### config.mk
export PLATFORM = sky130hd
export DESIGN_NAME = apb_rr_master_ctrl
export DESIGN_NICKNAME = d
export VERILOG_FILES = /design/src/rtl/apb_rr_master_ctrl_pkg.sv /design/src/rtl/apb_rr_master_ctrl_rr_arbiter.sv /design/src/rtl/apb_rr_master_ctrl.sv
export SDC_FILE = /design/constraint.sdc
export NUM_CORES = 1
export LEC_CHECK = 0
export BUFFER_PORTS_ARGS = -buffer_cell sky130_fd_sc_hd__buf_2
export CORE_AREA = 2 2 172 174
export DETAILED_ROUTE_END_ITERATION = 8
export DIE_AREA = 0 0 174 176
export SYNTH_ARGS = -nofsm -noshare
export SYNTH_HDL_FRONTEND = slang
export SYNTH_SLANG_ARGS = --single-unit
### constraint.sdc
create_clock -name i_pclk -period 10.4 [get_ports i_pclk]
set_input_delay 3.12 -clock i_pclk [delete_from_list [all_inputs] [get_ports i_pclk]]
set_output_delay 3.12 -clock i_pclk [all_outputs]
set_load 0.02 [all_outputs]
### src/rtl/apb_rr_master_ctrl_pkg.sv
// Shared types and constants for the round-robin APB master controller.
// Holds the latched transfer record and the FSM state encodings.
package apb_rr_master_ctrl_pkg;

    localparam int APB_AW = 32;
    localparam int APB_DW = 32;

    localparam logic [1:0] ST_IDLE   = 2'd0;
    localparam logic [1:0] ST_SETUP  = 2'd1;
    localparam logic [1:0] ST_ACCESS = 2'd2;

    typedef struct packed {
        logic              write;
        logic [APB_AW-1:0] addr;
        logic [APB_DW-1:0] wdata;
        logic [3:0]        strb;
        logic [2:0]        prot;
    } apb_req_t;

endpackage

### src/rtl/apb_rr_master_ctrl_rr_arbiter.sv
// Combinational round-robin arbiter: the first requester at or above the
// pointer (wrapping) wins; returns a one-hot grant and its index.
module apb_rr_master_ctrl_rr_arbiter #(
    parameter int N  = 4,
    parameter int IW = (N > 1) ? $clog2(N) : 1
) (
    input  logic [N-1:0]  i_req,
    input  logic [IW-1:0] i_ptr,
    output logic [N-1:0]  o_grant,
    output logic [IW-1:0] o_idx,
    output logic          o_any
);

    function automatic logic [IW-1:0] wrap_idx(input logic [IW-1:0] base, input int off);
        int s;
        s = int'(base) + off;
        if (s >= N) begin
            s = s - N;
        end
        return IW'(s);
    endfunction

    always_comb begin
        o_grant = '0;
        o_idx   = '0;
        o_any   = 1'b0;
        for (int k = 0; k < N; k++) begin
            if (!o_any && i_req[wrap_idx(i_ptr, k)]) begin
                o_any = 1'b1;
                o_idx = wrap_idx(i_ptr, k);
            end
        end
        if (o_any) begin
            o_grant[o_idx] = 1'b1;
        end
    end

endmodule

### src/rtl/apb_rr_master_ctrl.sv
// APB master shared by NREQ requesters: round-robin grant, SETUP/ACCESS
// sequencing with a wait-state timeout, one registered response pulse per transfer.
module apb_rr_master_ctrl #(
    parameter int NREQ    = 4,
    parameter int TIMEOUT = 255
) (
    input  logic                i_pclk,
    input  logic                i_preset,
    input  logic [NREQ-1:0]     i_req_valid,
    output logic [NREQ-1:0]     o_req_ready,
    input  logic [NREQ-1:0]     i_req_write,
    input  logic [NREQ*32-1:0]  i_req_addr,
    input  logic [NREQ*32-1:0]  i_req_wdata,
    input  logic [NREQ*4-1:0]   i_req_strb,
    input  logic [NREQ*3-1:0]   i_req_prot,
    output logic [NREQ-1:0]     o_rsp_valid,
    output logic [31:0]         o_rsp_rdata,
    output logic                o_rsp_err,
    output logic                o_rsp_timeout,
    output logic                o_psel,
    output logic                o_penable,
    output logic                o_pwrite,
    output logic [31:0]         o_paddr,
    output logic [31:0]         o_pwdata,
    output logic [3:0]          o_pstrb,
    output logic [2:0]          o_pprot,
    input  logic [31:0]         i_prdata,
    input  logic                i_pready,
    input  logic                i_pslverr
);
    import apb_rr_master_ctrl_pkg::*;

    localparam int IW = $clog2(NREQ);
    localparam int CW = $clog2(TIMEOUT + 1);

    apb_req_t        w_req_fields [NREQ];
    apb_req_t        w_sel;
    logic [NREQ-1:0] w_grant;
    logic [IW-1:0]   w_gnt_idx;
    logic [IW-1:0]   w_ptr_next;
    logic            w_any;

    logic [1:0]      r_state;
    logic [IW-1:0]   r_ptr;
    logic [NREQ-1:0] r_gnt;
    apb_req_t        r_req;
    logic [CW-1:0]   r_wait_cnt;
    logic            r_psel;
    logic            r_penable;
    logic [NREQ-1:0] r_rsp_valid;
    logic [31:0]     r_rsp_rdata;
    logic            r_rsp_err;
    logic            r_rsp_timeout;

    // Reads carry zero strobes and zero write data so the bus never shows stale values.
    generate
        for (genvar gi = 0; gi < NREQ; gi++) begin : g_unpack
            assign w_req_fields[gi] = {
                i_req_write[gi],
                i_req_addr[gi*APB_AW +: APB_AW],
                i_req_write[gi] ? i_req_wdata[gi*APB_DW +: APB_DW] : {APB_DW{1'b0}},
                i_req_write[gi] ? i_req_strb[gi*4 +: 4] : 4'b0000,
                i_req_prot[gi*3 +: 3]
            };
        end
    endgenerate

    apb_rr_master_ctrl_rr_arbiter #(
        .N  (NREQ),
        .IW (IW)
    ) u_arb (
        .i_req   (i_req_valid),
        .i_ptr   (r_ptr),
        .o_grant (w_grant),
        .o_idx   (w_gnt_idx),
        .o_any   (w_any)
    );

    assign w_sel      = w_req_fields[w_gnt_idx];
    assign w_ptr_next = (w_gnt_idx == IW'(NREQ - 1)) ? '0 : w_gnt_idx + IW'(1);

    assign o_req_ready = (r_state == ST_IDLE && !i_preset) ? w_grant : '0;

    always_ff @(posedge i_pclk or posedge i_preset) begin
        if (i_preset) begin
            r_state       <= ST_IDLE;
            r_ptr         <= '0;
            r_gnt         <= '0;
            r_req         <= '0;
            r_wait_cnt    <= '0;
            r_psel        <= 1'b0;
            r_penable     <= 1'b0;
            r_rsp_valid   <= '0;
            r_rsp_rdata   <= '0;
            r_rsp_err     <= 1'b0;
            r_rsp_timeout <= 1'b0;
        end else begin
            r_rsp_valid <= '0;
            case (r_state)
                ST_IDLE: begin
                    if (w_any) begin
                        r_req   <= w_sel;
                        r_gnt   <= w_grant;
                        r_ptr   <= w_ptr_next;
                        r_psel  <= 1'b1;
                        r_state <= ST_SETUP;
                    end
                end
                ST_SETUP: begin
                    r_penable  <= 1'b1;
                    r_wait_cnt <= '0;
                    r_state    <= ST_ACCESS;
                end
                ST_ACCESS: begin
                    // pready takes precedence over the timeout on the limit cycle.
                    if (i_pready) begin
                        r_rsp_rdata   <= r_req.write ? 32'h0 : i_prdata;
                        r_rsp_err     <= i_pslverr;
                        r_rsp_timeout <= 1'b0;
                        r_rsp_valid   <= r_gnt;
                        r_psel        <= 1'b0;
                        r_penable     <= 1'b0;
                        r_state       <= ST_IDLE;
                    end else if (r_wait_cnt == CW'(TIMEOUT - 1)) begin
                        r_rsp_rdata   <= 32'h0;
                        r_rsp_err     <= 1'b1;
                        r_rsp_timeout <= 1'b1;
                        r_rsp_valid   <= r_gnt;
                        r_psel        <= 1'b0;
                        r_penable     <= 1'b0;
                        r_state       <= ST_IDLE;
                    end else begin
                        r_wait_cnt <= r_wait_cnt + CW'(1);
                    end
                end
                default: begin
                    r_psel    <= 1'b0;
                    r_penable <= 1'b0;
                    r_state   <= ST_IDLE;
                end
            endcase
        end
    end

    assign o_psel        = r_psel;
    assign o_penable     = r_penable;
    assign o_pwrite      = r_req.write;
    assign o_paddr       = r_req.addr;
    assign o_pwdata      = r_req.wdata;
    assign o_pstrb       = r_req.strb;
    assign o_pprot       = r_req.prot;
    assign o_rsp_valid   = r_rsp_valid;
    assign o_rsp_rdata   = r_rsp_rdata;
    assign o_rsp_err     = r_rsp_err;
    assign o_rsp_timeout = r_rsp_timeout;

endmodule

-- Word-level counts from Yosys, hierarchy flattened
Cells that the tools add are included.
- RAM bits: 0
- input port bits: 328
- memories: 0
- memory bits (read-only): 0
- word-level logic and storage cells: 121
- flip-flop bits (word level): 128
- output and inout port bits: 116
- bits in latches: 0
- multiplexer cells: 57
- bitwise logic cells: 3
- add/sub/neg operators: 9
- shift operators: 0
- reduce and logical (&&, ||, !) cells: 18
- divide/modulo/power cells: 0
- equal/unequal tests: 8
- order comparisons: 11
- $mul: 0
- operators with widths (kind ; number):
    two-way mux 32 bit ; 7
    binary-select mux 72 bit (select 2 bit) ; 1
    two-way mux 72 bit ; 2
    two-way mux 4 bit ; 9
    two-way mux 2 bit ; 12
    two-way mux 8 bit ; 2
    one-hot mux 8 bit (2 select lines) ; 1
    less-than comparator 2 x 3 -> 1 bit, second input constant ; 5
    two-way mux 1 bit ; 15
    greater-or-equal comparator 3 bit, second input constant ; 4
    adder 8 x 1 -> 8 bit, second input constant ; 1
    binary-select mux 1 bit (select 2 bit) ; 4
    == test 8 bit, second input constant ; 1
    AND reduction 2 bit ; 4
    subtractor 2 x 1 -> 2 bit, second input constant ; 4
    adder 2 x 2 -> 3 bit, second input constant ; 2
    one-hot mux 1 bit (3 select lines) ; 2
    one-hot mux 2 bit (3 select lines) ; 1
    AND reduction 3 bit ; 2
    logical AND 1 bit ; 5
    == test 2 bit, second input constant ; 2
    zero test 1 bit ; 4
    != test 2 bit, second input constant ; 2
    nonzero test 2 bit ; 2
    other kinds (11) ; 12

-- Depth between registers and ports, before layout
- depth after elaboration: 20
- depth in mapped cells: 9
- gate-level depth less buffers: 7

-- Hierarchy
Synthesis repeated with hierarchy kept, for this count alone.
- cell total of the unflattened synthesis: 631
- area total of the unflattened synthesis: 6871.6 sq um
- modules (own cells, without submodules) (module ; cells an instance ; area an instance (sq um) ; sequential area each (sq um) ; times used):
    apb_rr_master_ctrl ; 598 ; 6660.1 ; 3203.1 ; 1
    apb_rr_master_ctrl_rr_arbiter ; 33 ; 211.5 ; 0.0 ; 1

-- Worst setup path before layout
OpenSTA, ideal clock, no wires.
- kind: input port to output port
- from: in i_preset
- to: out o_req_ready[0]
- data arrival time: 6.387 ns
- stages on the path: 2
- path slack: 0.893 ns
- data required time: 7.280 ns
- buffers on the path: 0
- cell sequence: inv_1 -> and3_1
- longest elaborated chain between the ends: 3
- ends and longest elaborated chain (element ; line ; source):
    from (decl) ; apb_rr_master_ctrl.sv:8 ; input logic i_preset,
    zero test 1 bit (no line) ; -- ;
    logical AND 1 bit ; apb_rr_master_ctrl.sv:82 ; assign o_req_ready = (r_state == ST_IDLE && !i_preset) ? w_grant : '0;
    two-way mux 4 bit ; apb_rr_master_ctrl.sv:82 ;
    to (decl) ; apb_rr_master_ctrl.sv:10 ; output logic [NREQ-1:0] o_req_ready,
No other way between the ends.

-- Worst setup path in the final report
- from: in i_req_valid[2]
- to: out o_req_ready[1]
- longest elaborated chain between the ends: 18
- elaborated cells on any way between the ends: 29
- those cells by class: 2 x order compare; 20 x mux; 7 x reduce/logical
- ends and longest elaborated chain (element ; line ; source):
    from (decl) ; apb_rr_master_ctrl.sv:9 ; input logic [NREQ-1:0] i_req_valid,
    binary-select mux 1 bit (select 2 bit) ; apb_rr_master_ctrl_rr_arbiter.sv:28 ; if (!o_any && i_req[wrap_idx(i_ptr, k)]) begin
    two-way mux 1 bit (not written as such) ; apb_rr_master_ctrl_rr_arbiter.sv:28 ;
    two-way mux 1 bit ; apb_rr_master_ctrl_rr_arbiter.sv:28 ;
    zero test 1 bit ; apb_rr_master_ctrl_rr_arbiter.sv:28 ;
    logical AND 1 bit ; apb_rr_master_ctrl_rr_arbiter.sv:28 ;
    two-way mux 1 bit ; apb_rr_master_ctrl_rr_arbiter.sv:28 ;
    zero test 1 bit ; apb_rr_master_ctrl_rr_arbiter.sv:28 ;
    logical AND 1 bit ; apb_rr_master_ctrl_rr_arbiter.sv:28 ;
    [2 not listed] ; -- ;
    logical AND 1 bit ; apb_rr_master_ctrl_rr_arbiter.sv:28 ;
    two-way mux 2 bit ; apb_rr_master_ctrl_rr_arbiter.sv:28 ;
    less-than comparator 2 x 3 -> 1 bit (not written as such) or greater-or-equal comparator 2 x 1 -> 1 bit (tied branches) ; apb_rr_master_ctrl_rr_arbiter.sv:34 ; o_grant[o_idx] = 1'b1;
    logical AND 1 bit (not written as such) ; apb_rr_master_ctrl_rr_arbiter.sv:34 ;
    two-way mux 1 bit (not written as such) ; apb_rr_master_ctrl_rr_arbiter.sv:34 ;
    demux 1 bit (select 2 bit) ; -- ;
    two-way mux 4 bit * ; apb_rr_master_ctrl_rr_arbiter.sv:33 ; if (o_any) begin
    two-way mux 4 bit * ; apb_rr_master_ctrl.sv:82 ;
Every way passes the cells marked *; elsewhere a longest branch is shown, timed or not. The select of a mux whose other input is x is not followed.

==> out/summary.txt <==
post-CTS setup buffer count: 0
sequential share of the synthesized area: 42.52%
CTS tree: done
PwrDens: 287.0 nW/um2
most frequent CP cell: buf_2
Comb pwr share: 50.3%
grt ovf: 0
quantity of gates resized following cts: 0
Max Slew Vio Count: 0
drt first-iter violations: 451
count of final setup violators: 0
Total Routed Length: 30,410 um
Pint: 1650 uW
Rel. slew slack: 14.85%
Clock transition at path regs: 0.06 ns
Die Y: 176 um
Wirelength per Cell: 18.64 um
num rows: 62
worst r2r src: r_ptr[1]$_DFFE_PP0P_
Max rail drop VDD: 0.1113 mV
share of layout cells above drive strength 1: 40.74%
CTS buffer count: 17
core area: 28,550 um2
nets@finish: 1,567
Yosys reg bits: 128
syn_nets: 1,192
first-pass GRT wire length: 46,300 um
Arr. time, crit path: 5.70 ns
MaxCap Viol Count: 0
DRC viols: 0
clk_lat worst skew: 0.41 ns
clock share of power: 22.6%
CP max stage cell: or4b_4
RSZ-0062 raised after global routing: false
post-synthesis cell count: 859
syn avg cell area: 8.769 um2
sequential share of power: 27.2%
fraction of the cycle the final worst path needs: 84.85%
chip width: 174 um
Final GP Congestion: 0.9166
H-tree depth: 4
Worst Hold Class: register to register
Worst setup EP type: output port
Hold WS: 0.4686 ns
fin crit period: 8.825 ns
vias in the first global route: 8,382
Routed Antenna Nets: 0
All-Layer GR Usage: 19.09%
sw frac: 45.21%
DP Worst Slack: 1.566 ns
number of synthesized flops with an enable pin: 0
crit path from: i_req_valid[2]
initial antenna violation count: 0
final worst setup slack: 1.575 ns
CP Max Fanout: 75
maximum operating frequency: 113.3 MHz
Slew @ Worst Pin: 1.276 ns
Initial Util: 26.38%
Lkg Pwr: 0.005220 uW
clk root buf: clkbuf_16
synthesized area: 7532 um2
critical path type: input pin to output port
CP Launch Type: input pin
Ys Warns: 0
CP max stage delay: 0.81 ns
final hold violation count: 0
largest net degree at the start of global routing: 79
Area growth syn-to-layout: 39.30%
Synth async-reset ratio: 100.0%
setup TNS: 0 ns
TritonRoute pass-1 iters: 5
Cell variety after synth: 41
Antenna diodes: 0
IO Port Bufs: 443
ys flop type: dfrtp_1
vias: 8,466
Max clock buf depth: 2
CTS sink cnt: 128
die area: 30,620 um2
I/O pin cnt: 444
P_sw: 1361 uW
Setup Skew: 0.01389 ns
critical path cell sequence: buf_2 -> nor2b_1 -> or4b_4 -> nand2_4 -> buf_4 -> nand2_1 -> nor4_1 -> buf_2
status: complete, no violations
Hold Startpoint: o_paddr[19]$_DFFE_PP0P_
Critical Path RT: 7.28 ns
Via density: 5.191
hold buffers post-CTS: 0
Detail Placement HPWL: 20,970 um
-- power by group through the flow --
stage               sequential (uW)  clock, uW  combinational [uW]
global route                    846        726                1640
floorplan                      1040          0                 835
global placement                820          0                1500
detailed placement              823          0                1520
finish                          819        679                1510
CTS                             818        702                1520
-- area by class of cell --
cell class / count / area [um2]
clock inverters: 14 / 230.2
inverters: 11 / 46.29
repair buffers: 453 / 2292
multi-input cells: 623 / 3811
well taps: 384 / 480.5
fillers: 3032 / 18050
clock buffers: 18 / 429.2
flip-flops and latches: 128 / 3203
-- Yosys cell counts (15+ instances only) --
cell,count,area [um2]
dfrtp_1,128,3203
a22o_1,32,280.3
a21oi_1,77,385.4
o221ai_1,37,324.1
and3_1,73,456.7
buf_2,16,80.08
a211oi_1,60,450.4
a31oi_1,72,450.4
clkbuf_1,62,232.7
o31ai_1,31,232.7
buf_6,15,168.9
nor2_1,15,56.30
nand2_1,161,604.3
-- per-layer routing --
layer	global-route usage [%]	vias to the layer above	wire [um]
met4	5.847	0	561
li1	-	3975	-
met1	24.89	4102	13170
met2	32.40	355	14990
met5	0	-	0
met3	3.273	34	1686
-- path summary, 6_finish.rpt --
kind / end / slack [ns] / depth (start not counted)
min in group asynchronous: o_rsp_rdata[25]$_DFFE_PP0P_ / 2.82 / 2
worst max-delay path: o_req_ready[1] / 1.58 / 8
worst min-delay path: o_paddr[19]$_DFFE_PP0P_ / 0.47 / 2
worst min register to register: o_paddr[19]$_DFFE_PP0P_ / 0.47 / 2
max in group asynchronous: o_pwdata[24]$_DFFE_PP0P_ / 6.35 / 3
worst max register to register: o_paddr[16]$_DFFE_PP0P_ / 7.60 / 5
-- metrics by stage --
step / area, um2 / util, % / total power (uW) / cells
2_1_floorplan: 7532 / - / 1875 / 859
3_3_place_gp: 9833 / 34.45 / 2324 / 1599
3_5_place_dp: 9833 / 34.45 / 2342 / 1599
4_1_cts: 10490 / 36.75 / 3042 / 1631
5_1_grt: 10490 / 36.75 / 3215 / 1631
6_report: 10490 / 36.75 / 3011 / 1631
-- logic make-up after synthesis --
family,Yosys count,synth area share [%]
adder cells (fa/ha/maj),5,0.8306
XOR/XNOR,4,0.4652
AO/OA/AOI/OAI,339,31.79
flip-flops,128,42.52
AND/OR/NAND/NOR,273,16.93
buffers and inverters,108,7.193
multiplexers,2,0.2658
-- cell usage in the layout, fill, tap and decap left out, drive strengths merged, types with 18 or more instances in the layout --
cell type	count
and3	73
o31ai	35
a22o	32
a31oi	72
buf	453
a211oi	70
clkbuf	18
nand2	162
a21oi	77
o221ai	37
dfrtp	128
-- critical path: cells and delay by family --
kind	cells	cell delay, ns
and+or+nand+nor	5	1.55
buffers and inverters	3	1.00
-- state kept, by name, summed over array words and instances, names as in the netlist, 2 cells and up --
signal and cells:
r_gnt 4, r_ptr 2, o_pstrb 4, o_rsp_valid 4, r_state 2, o_pprot 3, r_wait_cnt 8, o_paddr 32
o_rsp_rdata 32, o_pwdata 32
Note: power is estimated with default switching activity, not from simulation.
